### src/rtl/game_controller_pkg.sv
// game_controller_pkg: shared state encoding and widths for the number-match game.
package game_controller_pkg;
    typedef enum logic [2:0] {IDLE, LOAD, PLAY, CHECK, OVER} state_e;
    localparam int LEVEL_W = 2;
    localparam int DIGIT_W = 4;
    localparam int SCORE_MAX_DEF = 99;
endpackage

### src/rtl/bcd_score_counter.sv
// bcd_score_counter: two-digit BCD up/down counter saturating at 00 and MAX.
module bcd_score_counter
    import game_controller_pkg::*;
#(
    parameter int MAX = SCORE_MAX_DEF
) (
    input  logic               clk,
    input  logic               rst,
    input  logic               clr_i,
    input  logic               inc_i,
    input  logic               dec_i,
    output logic [DIGIT_W-1:0] tens_o,
    output logic [DIGIT_W-1:0] ones_o
);
    localparam logic [DIGIT_W-1:0] MAX_T = DIGIT_W'(MAX / 10);
    localparam logic [DIGIT_W-1:0] MAX_O = DIGIT_W'(MAX % 10);
    logic [DIGIT_W-1:0] tens_q, tens_d, ones_q, ones_d;
    logic at_max, at_zero;
    assign at_max  = tens_q == MAX_T && ones_q == MAX_O;
    assign at_zero = tens_q == '0 && ones_q == '0;
    always_comb begin
        tens_d = tens_q;
        ones_d = ones_q;
        if (clr_i) begin
            tens_d = '0;
            ones_d = '0;
        end else if (inc_i && !at_max) begin
            ones_d = ones_q == DIGIT_W'(9) ? '0 : ones_q + DIGIT_W'(1);
            tens_d = ones_q == DIGIT_W'(9) ? tens_q + DIGIT_W'(1) : tens_q;
        end else if (dec_i && !at_zero) begin
            ones_d = ones_q == '0 ? DIGIT_W'(9) : ones_q - DIGIT_W'(1);
            tens_d = ones_q == '0 ? tens_q - DIGIT_W'(1) : tens_q;
        end
    end
    always_ff @(posedge clk) begin
        if (!rst) begin
            tens_q <= '0;
            ones_q <= '0;
        end else begin
            tens_q <= tens_d;
            ones_q <= ones_d;
        end
    end
    assign tens_o = tens_q;
    assign ones_o = ones_q;
endmodule

### src/rtl/game_controller.sv
// game_controller: one round of the number-match game driving the countdown timer.
// Define GAME_PENALTY_EN to make a mismatch cost one point and clear the match streak.
module game_controller
    import game_controller_pkg::*;
#(
    parameter int LEVEL_STEP = 4,
    parameter int MAX_LEVEL  = 3,
    parameter int SCORE_MAX  = SCORE_MAX_DEF
) (
    input  logic               clk,
    input  logic               rst,
    input  logic               logged_in,
    input  logic               p_Bout,
    input  logic [3:0]         userInput,
    input  logic [3:0]         rngValue,
    input  logic               timeout,
    output logic               timerReconfig,
    output logic               timerEnable,
    output logic [LEVEL_W-1:0] gameLevel,
    output logic               rngNext,
    output logic [DIGIT_W-1:0] scoreTens,
    output logic [DIGIT_W-1:0] scoreOnes,
    output logic               gameOver
);
    localparam int CNT_W = $clog2(LEVEL_STEP) + 1;
    state_e state_q, state_d;
    logic [3:0]         guess_q;
    logic [CNT_W-1:0]   cnt_q;
    logic [LEVEL_W-1:0] level_q;
    logic               rng_next_q;
    logic               start, hit, miss, level_up, dec;
    always_comb begin
        state_d = state_q;
        case (state_q)
            IDLE:    if (logged_in && p_Bout) state_d = LOAD;
            LOAD:    state_d = PLAY;
            PLAY:    state_d = timeout ? OVER : (p_Bout ? CHECK : PLAY);
            CHECK:   state_d = guess_q == rngValue ? LOAD : PLAY;
            OVER:    if (p_Bout) state_d = IDLE;
            default: state_d = IDLE;
        endcase
        // Logging out aborts the round from anywhere, overriding the game flow.
        if (state_q != IDLE && !logged_in) state_d = IDLE;
    end
    assign start    = state_q == IDLE && state_d == LOAD;
    assign hit      = state_q == CHECK && state_d == LOAD;
    assign miss     = state_q == CHECK && state_d == PLAY;
    assign level_up = hit && cnt_q == CNT_W'(LEVEL_STEP - 1);
`ifdef GAME_PENALTY_EN
    assign dec = miss;
`else
    assign dec = 1'b0;
`endif
    always_ff @(posedge clk) begin
        if (!rst) begin
            state_q    <= IDLE;
            guess_q    <= '0;
            cnt_q      <= '0;
            level_q    <= '0;
            rng_next_q <= 1'b0;
        end else begin
            state_q    <= state_d;
            rng_next_q <= state_d == LOAD || miss;
            if (state_q == PLAY && p_Bout) guess_q <= userInput;
            if (start) begin
                cnt_q   <= '0;
                level_q <= '0;
            end else if (level_up) begin
                cnt_q <= '0;
                if (level_q < LEVEL_W'(MAX_LEVEL)) level_q <= level_q + LEVEL_W'(1);
            end else if (hit) begin
                cnt_q <= cnt_q + CNT_W'(1);
            end else if (dec) begin
                cnt_q <= '0;
            end
        end
    end
    bcd_score_counter #(.MAX(SCORE_MAX)) u_score (
        .clk    (clk),
        .rst    (rst),
        .clr_i  (start),
        .inc_i  (hit),
        .dec_i  (dec),
        .tens_o (scoreTens),
        .ones_o (scoreOnes)
    );
    assign timerReconfig = state_q == LOAD;
    assign timerEnable   = state_q == PLAY || state_q == CHECK;
    assign gameOver      = state_q == OVER;
    assign gameLevel     = level_q;
    assign rngNext       = rng_next_q;
endmodule

### config.mk
export PLATFORM = sky130hd
export DESIGN_NAME = game_controller
export DESIGN_NICKNAME = d
export VERILOG_FILES = /design/src/rtl/game_controller_pkg.sv /design/src/rtl/bcd_score_counter.sv /design/src/rtl/game_controller.sv
export SDC_FILE = /design/constraint.sdc
export NUM_CORES = 1
export LEC_CHECK = 0
export BUFFER_PORTS_ARGS = -buffer_cell sky130_fd_sc_hd__buf_2
export CAP_MARGIN = 0
export CORE_ASPECT_RATIO = 2
export CORE_MARGIN = 4
export CORE_UTILIZATION = 25
export DETAILED_ROUTE_END_ITERATION = 6
export GPL_TIMING_DRIVEN = 0
export PLACE_DENSITY = 0.4
export RECOVER_POWER = 100
export SYNTH_ARGS = -nofsm -noshare
export SYNTH_HDL_FRONTEND = slang
export SYNTH_SLANG_ARGS = --single-unit
export TNS_END_PERCENT = 5
### constraint.sdc
create_clock -name clk -period 3 [get_ports clk]
set_input_delay 0.6 -clock clk [delete_from_list [all_inputs] [get_ports clk]]
set_output_delay 0.6 -clock clk [all_outputs]
set_load 0.05 [all_outputs]
==> results.cfg, run 1 <==
[synthesis]
postSynth.asyncResetShare_pct = 0
syn_avg_cell_area_um2 = 8.80
synthDistinctLibCells = 41
netlist_area_mm2 = 0.00120
synth-seq-area-share_pct = 35.1
ys_ff_latch = 21
yosys.area_share.simple_pct = 27.6
yosys_warnings = 0
syn_inst = 136
synth_edf_count = 0
synthesis.nets = 154
synth_top_family_by_area = simple AND/OR/NAND/NOR gates
synth_xor_area_share_pct = 2.93
ys.flop_type = dfxtp_1
synth_compound_area_share_pct = 16.7
synthMuxAreaShare_pct = 5.85
yosys.area_share.adder_pct = 5.22

[pwr]
powerDensity_mw_per_mm2 = 379
p_comb_share_pct = 10.6
switchingPower_mw = 0.137
sequentialPowerShare_pct = 53.0
p_clk_share_pct = 36.4
p_leak_nw = 0.525
internal_power_mw = 0.396
switching_share_pct = 25.7
vdd_drop_max_uv = 148

[route]
via_per_inst = 4.98
wire_per_inst_um = 14.2
drcViolationCount = 0
ant_nets = 0
drt-pass1-iter-count = 4
drt_wl_total_um = 3140
vias = 1100
drt_iter0_drc = 22

[finish]
drive_above_1_share_pct = 15.7
design_area_mm2 = 0.00140
layout_commonest_cell = dfxtp_1
final_cell_mix = dfxtp_1, clkbuf_1, a21oi_1, buf_2
nets = 185
fill_cells = 542
final_util_pct = 30.2
area_delta_synth_final_pct = 17.2
diodes = 0

[hold_path]
hp-class = register to register
holdPathEnd = cnt_q[2]
holdCritStartpoint = cnt_q[2]
whs_path_depth = 2

[sta]
setup_viol = 0
slew_headroom_pct = 45.7
clock.fmax_mhz = 443
post-route-min-period_ns = 2.26
rsz0062_at_grt = no
max_slew.worst_pin.slew_ns = 0.813
post-route-period-util_pct = 75.3
slew_viol_final = 0
hold_viol = 0
whs_ns = 0.489
final.setup.tns_ns = 0
finalClockSkew_ns = 0.00859

[die]
io_pins = 27
start_util_pct = 25.8
fp-row-count = 35
die_y_um = 106
die_area_mm2 = 0.00603
coreArea_mm2 = 0.00464
die_w_um = 56.9

[worst_setup_path]
worstSetupPathType = register to primary output
rr_startpoint = guess_q[2]
critPathLaunchType = register
slowest_delay_ns = 0.47
worstPathMaxFanout = 10
worst_setup_path_end_kind = primary output
crit_required_ns = 2.40
crit_arrival_ns = 1.66
path_cells = clkbuf_1, nand2b_1, nor2_1, clkbuf_1
cpMaxStageDelayCell = clkbuf_1
crit_buf_inv = 2
r2r_end = gameLevel[0]
crit_family = buffers and inverters
reg2reg_depth = 6
reg2reg_slack_ns = 1.09
cp_common_cell = clkbuf_1

[flow_run]
maxCapViolations = 0

[placed_design]
postPlaceCellArea_mm2 = 0.00140
place_hpwl_um = 2450
numPortBuffers = 26
place_congestion = 0.754

[cts]
cts-root-buf = clkbuf_8
clkSinkCount = 21
postCtsSetupBuffers = 0
insertion_delay_ns = 0.27
cts_buffers = 3
cts_tree = yes
ctsHoldBuffers = 0
cts-resized-gates = 0
htree_levels = 1
clockBufferDepth = 2
clk_pin_slew_worst_paths_ns = 0.08

[outcome]
status = finished clean

[global_routing]
overflow = 0
grt_max_degree = 12
antenna_found_initial = 0
track_usage_pct = 11.2
grt_pass1_vias = 1112
grt_first_pass_wirelength_um = 5340
tightest hold or removal path, delay by kind of cell, from the launching register on:
family	cells	cell delay [ns]
AOI/OAI and AO/OA	2	0.13
DFF	1	0.32
how the worst max path moves through the flow:
stage,cells past startpoint,from,to
2_1_floorplan,6,u_score.tens_o[1],u_score.tens_o[3]
3_3_place_gp,7,rngValue[2],u_score.tens_o[2]
3_5_place_dp,7,rngValue[3],u_score.tens_o[2]
4_1_cts,7,rngValue[3],gameLevel[0]
5_1_grt,4,state_q[0],timerReconfig
6_report,4,state_q[0],timerReconfig
area by class of cell:
cell class              instances  area (um2)  share of cell area, %
multi-input cells             100         682                   48.6
repair buffers                 26         113                   8.02
clock buffers                   4        45.0                   3.21
well taps                      55        68.8                   4.90
plain buffers                   7        45.0                   3.21
inverters                       8        30.0                   2.14
flip-flops and latches         21         420                   29.9
Yosys cell counts, types with 2 or more instances:
master     n  area, um2
nand2_1    7       26.3
mux2i_1    7       70.1
or4_1      5       37.5
dfxtp_1   21        420
nand3_1    6       30.0
o21ai_0    8       40.0
nor3_1     2       10.0
o31ai_1    4       30.0
a21oi_1   16       80.1
xnor2_1    4       35.0
ha_1       5       62.6
or3_2      2       15.0
nor2_1     8       30.0
buf_2      3       15.0
buf_6      2       22.5
nand4_1    2       12.5
nand2b_1   3       18.8
inv_1      8       30.0
through the flow:
stage | worst slack, ns | power (mW) | cells
after global placement | 0.835 | 0.347 | 217
after floorplan | 1.04 | 0.326 | 136
final | 0.741 | 0.532 | 221
after global routing | 0.639 | 0.559 | 221
after CTS | 1.06 | 0.543 | 221
after detailed placement | 0.789 | 0.347 | 217
logic make-up (layout without fill, tap and decap cells):
family | after synthesis | count (layout)
and+or+nand+nor | 50 | 50
AOI/OAI and AO/OA | 34 | 34
DFF | 21 | 21
buffers and inverters | 15 | 45
muxes | 7 | 7
adders and majority gates | 5 | 5
xor gates and xnor gates | 4 | 4
layer usage:
| metal | part of all wire [%] | track usage, % | vias to the layer above |
|---|---|---|---|
| met5 | 0 | 0 | - |
| met4 | 1.9 | 4.48 | 0 |
| met3 | 3.7 | 2.08 | 5 |
| met2 | 53 | 20.6 | 21 |
| met1 | 41 | 12.2 | 521 |
| li1 | - | - | 553 |
sequential cells by signal (all words and copies together) (netlist names):
| register | count |
|---|---|
| u_score.tens_o | 4 |
| rngNext | 1 |
| cnt_q | 3 |
| guess_q | 4 |
| gameLevel | 2 |
| state_q | 3 |
| u_score.ones_o | 4 |
power groups by stage:
stage | combinational, mW | clock (mW) | sequential [mW]
finish | 0.0565 | 0.194 | 0.282
global route | 0.0629 | 0.214 | 0.282
CTS | 0.0593 | 0.202 | 0.282
detailed placement | 0.0589 | 0 | 0.289
global placement | 0.0589 | 0 | 0.288
floorplan | 0.0363 | 0 | 0.290
No activity file was read; power rests on OpenSTA's default activity.
==> run 2, diff against run 1 <==
--- a/config.mk
+++ b/config.mk
@@ -12,7 +12,7 @@
 export CORE_UTILIZATION = 25
 export DETAILED_ROUTE_END_ITERATION = 6
 export GPL_TIMING_DRIVEN = 0
-export PLACE_DENSITY = 0.4
+export PLACE_DENSITY = 0.42
 export RECOVER_POWER = 100
 export SYNTH_ARGS = -nofsm -noshare
 export SYNTH_HDL_FRONTEND = slang
==> constraint.sdc (replaced) <==
create_clock -name clk -period 1.9 [get_ports clk]
set_input_delay 0.38 -clock clk [delete_from_list [all_inputs] [get_ports clk]]
set_output_delay 0.38 -clock clk [all_outputs]
set_load 0.05 [all_outputs]
==> run 2 against run 1 <==
Clock skew increased by 0.0018 ns. Global-route usage shrank 0.62 points. Non-clock buffer count up 3. Largest power group unchanged. Sequential power up 58%. Final area grew 4.1%. Critical path type is now register to register. Core utilization grew 1.2 points. Hold slack worse by 0.13 ns. Register-to-register slack lost 0.98 ns. Wire length decreased by 2.9%. Flip-flop and latch count unchanged.
==> results.cfg, run 2 (synthesis gave the netlist of run 1 again) <==
[outcome]
status = finished clean

[hold_path]
hp-class = primary input to register
whs_path_depth = 3
holdPathEnd = guess_q[0]
holdCritStartpoint = userInput[0]

[worst_setup_path]
worstPathMaxFanout = 4
r2r_end = u_score.tens_o[3]
critPathLaunchType = register
reg2reg_slack_ns = 0.11
crit_arrival_ns = 1.99
crit_required_ns = 2.10
reg2reg_depth = 6
worst_setup_path_end_kind = register
worstSetupPathType = register to register
rr_startpoint = guess_q[2]

[die]
die_area_mm2 = 0.00603
io_pins = 27
die_y_um = 106
coreArea_mm2 = 0.00464
start_util_pct = 25.8
fp-row-count = 35
die_w_um = 56.9

[cts]
cts_buffers = 3
ctsHoldBuffers = 0
clockBufferDepth = 2
cts-root-buf = clkbuf_8
htree_levels = 1
clkSinkCount = 21
insertion_delay_ns = 0.26
cts_tree = yes
clk_pin_slew_worst_paths_ns = 0.09

[pwr]
switchingPower_mw = 0.211
powerDensity_mw_per_mm2 = 574
sequentialPowerShare_pct = 53.1
p_clk_share_pct = 35.6
switching_share_pct = 25.1
p_comb_share_pct = 11.3
vdd_drop_max_uv = 342
p_leak_nw = 0.561
internal_power_mw = 0.628
power_mw = 0.838

[placed_design]
numPortBuffers = 26
postPlaceCellArea_mm2 = 0.00140
place_hpwl_um = 2370
place_inst = 217
place_congestion = 0.850
preCtsSetupSlack_ns = -0.0721

[route]
via_per_inst = 4.95
drt-pass1-iter-count = 4
ant_nets = 0
vias = 1109
wire_per_inst_um = 13.6
drt_wl_total_um = 3050
drt_iter0_drc = 26
drcViolationCount = 0

[sta]
slew_viol_final = 0
hold_viol = 0
clock.fmax_mhz = 559
finalClockSkew_ns = 0.0104
max_slew.worst_pin.slew_ns = 0.609
post-route-period-util_pct = 94.1
final.setup.tns_ns = 0
fin_ws_ns = 0.112
whs_ns = 0.358
slew_headroom_pct = 59.6
setup_viol = 0
rsz0062_at_grt = no
post-route-min-period_ns = 1.79

[global_routing]
grt_pass1_vias = 1147
grt_max_degree = 14
overflow = 0
antenna_found_initial = 0
grt_first_pass_wirelength_um = 5240
track_usage_pct = 10.6

[finish]
design_area_mm2 = 0.00146
final_cell_mix = dfxtp_1, a21oi_1, buf_2, clkbuf_1
diodes = 0
drive_above_1_share_pct = 24.9
area_delta_synth_final_pct = 22.0
nets = 188
final_util_pct = 31.5
layout_commonest_cell = dfxtp_1
final_cells = 224

[flow_run]
maxCapViolations = 0
run 2: area by class of cell:
cell class | count | area [um2]
multi-input combinational | 100 | 703
buffer | 7 | 50.0
clock buffer | 3 | 41.3
timing repair buffer | 29 | 139
sequential | 21 | 422
inverter | 8 | 30.0
tap | 55 | 68.8
fill | 542 | 3180
clock inverter | 1 | 7.51
run 2: worst max path at each step:
stage	startpoint	end	slack (ns)	depth (start not counted)
CTS	guess_q[2]	gameLevel[0]	0.07	6
floorplan	u_score.tens_o[0]	u_score.tens_o[3]	0.09	5
detailed placement	rngValue[2]	gameLevel[0]	-0.07	7
global placement	rngValue[1]	u_score.tens_o[2]	-0.009	7
global route	guess_q[1]	u_score.tens_o[3]	0.002	6
finish	guess_q[2]	u_score.tens_o[3]	0.11	6
run 2: power by group through the flow:
| stage | registers [mW] | logic, mW | clock network [mW] |
|---|---|---|---|
| 6_report | 0.445 | 0.0950 | 0.298 |
| 5_1_grt | 0.446 | 0.106 | 0.319 |
| 4_1_cts | 0.445 | 0.0929 | 0.311 |
| 3_5_place_dp | 0.456 | 0.0924 | 0 |
| 3_3_place_gp | 0.455 | 0.0916 | 0 |
| 2_1_floorplan | 0.457 | 0.0574 | 0 |
run 2: repair_timing:
item                                    4_1_cts  5_1_grt
endpoints found under the setup margin        0        9
gates resized for setup                       0        3
setup buffers                                 0        3
run 2: per-layer routing:
metal,up-vias,GRT usage (%),wire (um)
met2,18,20.3,1670
li1,563,-,-
met5,-,0,0
met3,2,1.59,121
met4,0,2.49,27
met1,526,11.8,1240
run 2: critical path, stage by stage (launching register included):
cell and delay [ns]:
dfxtp_1 0.33, xnor2_1 0.19, nand4_1 0.24, buf_4 0.21
buf_4 0.12, or4_4 0.50, a21oi_2 0.14
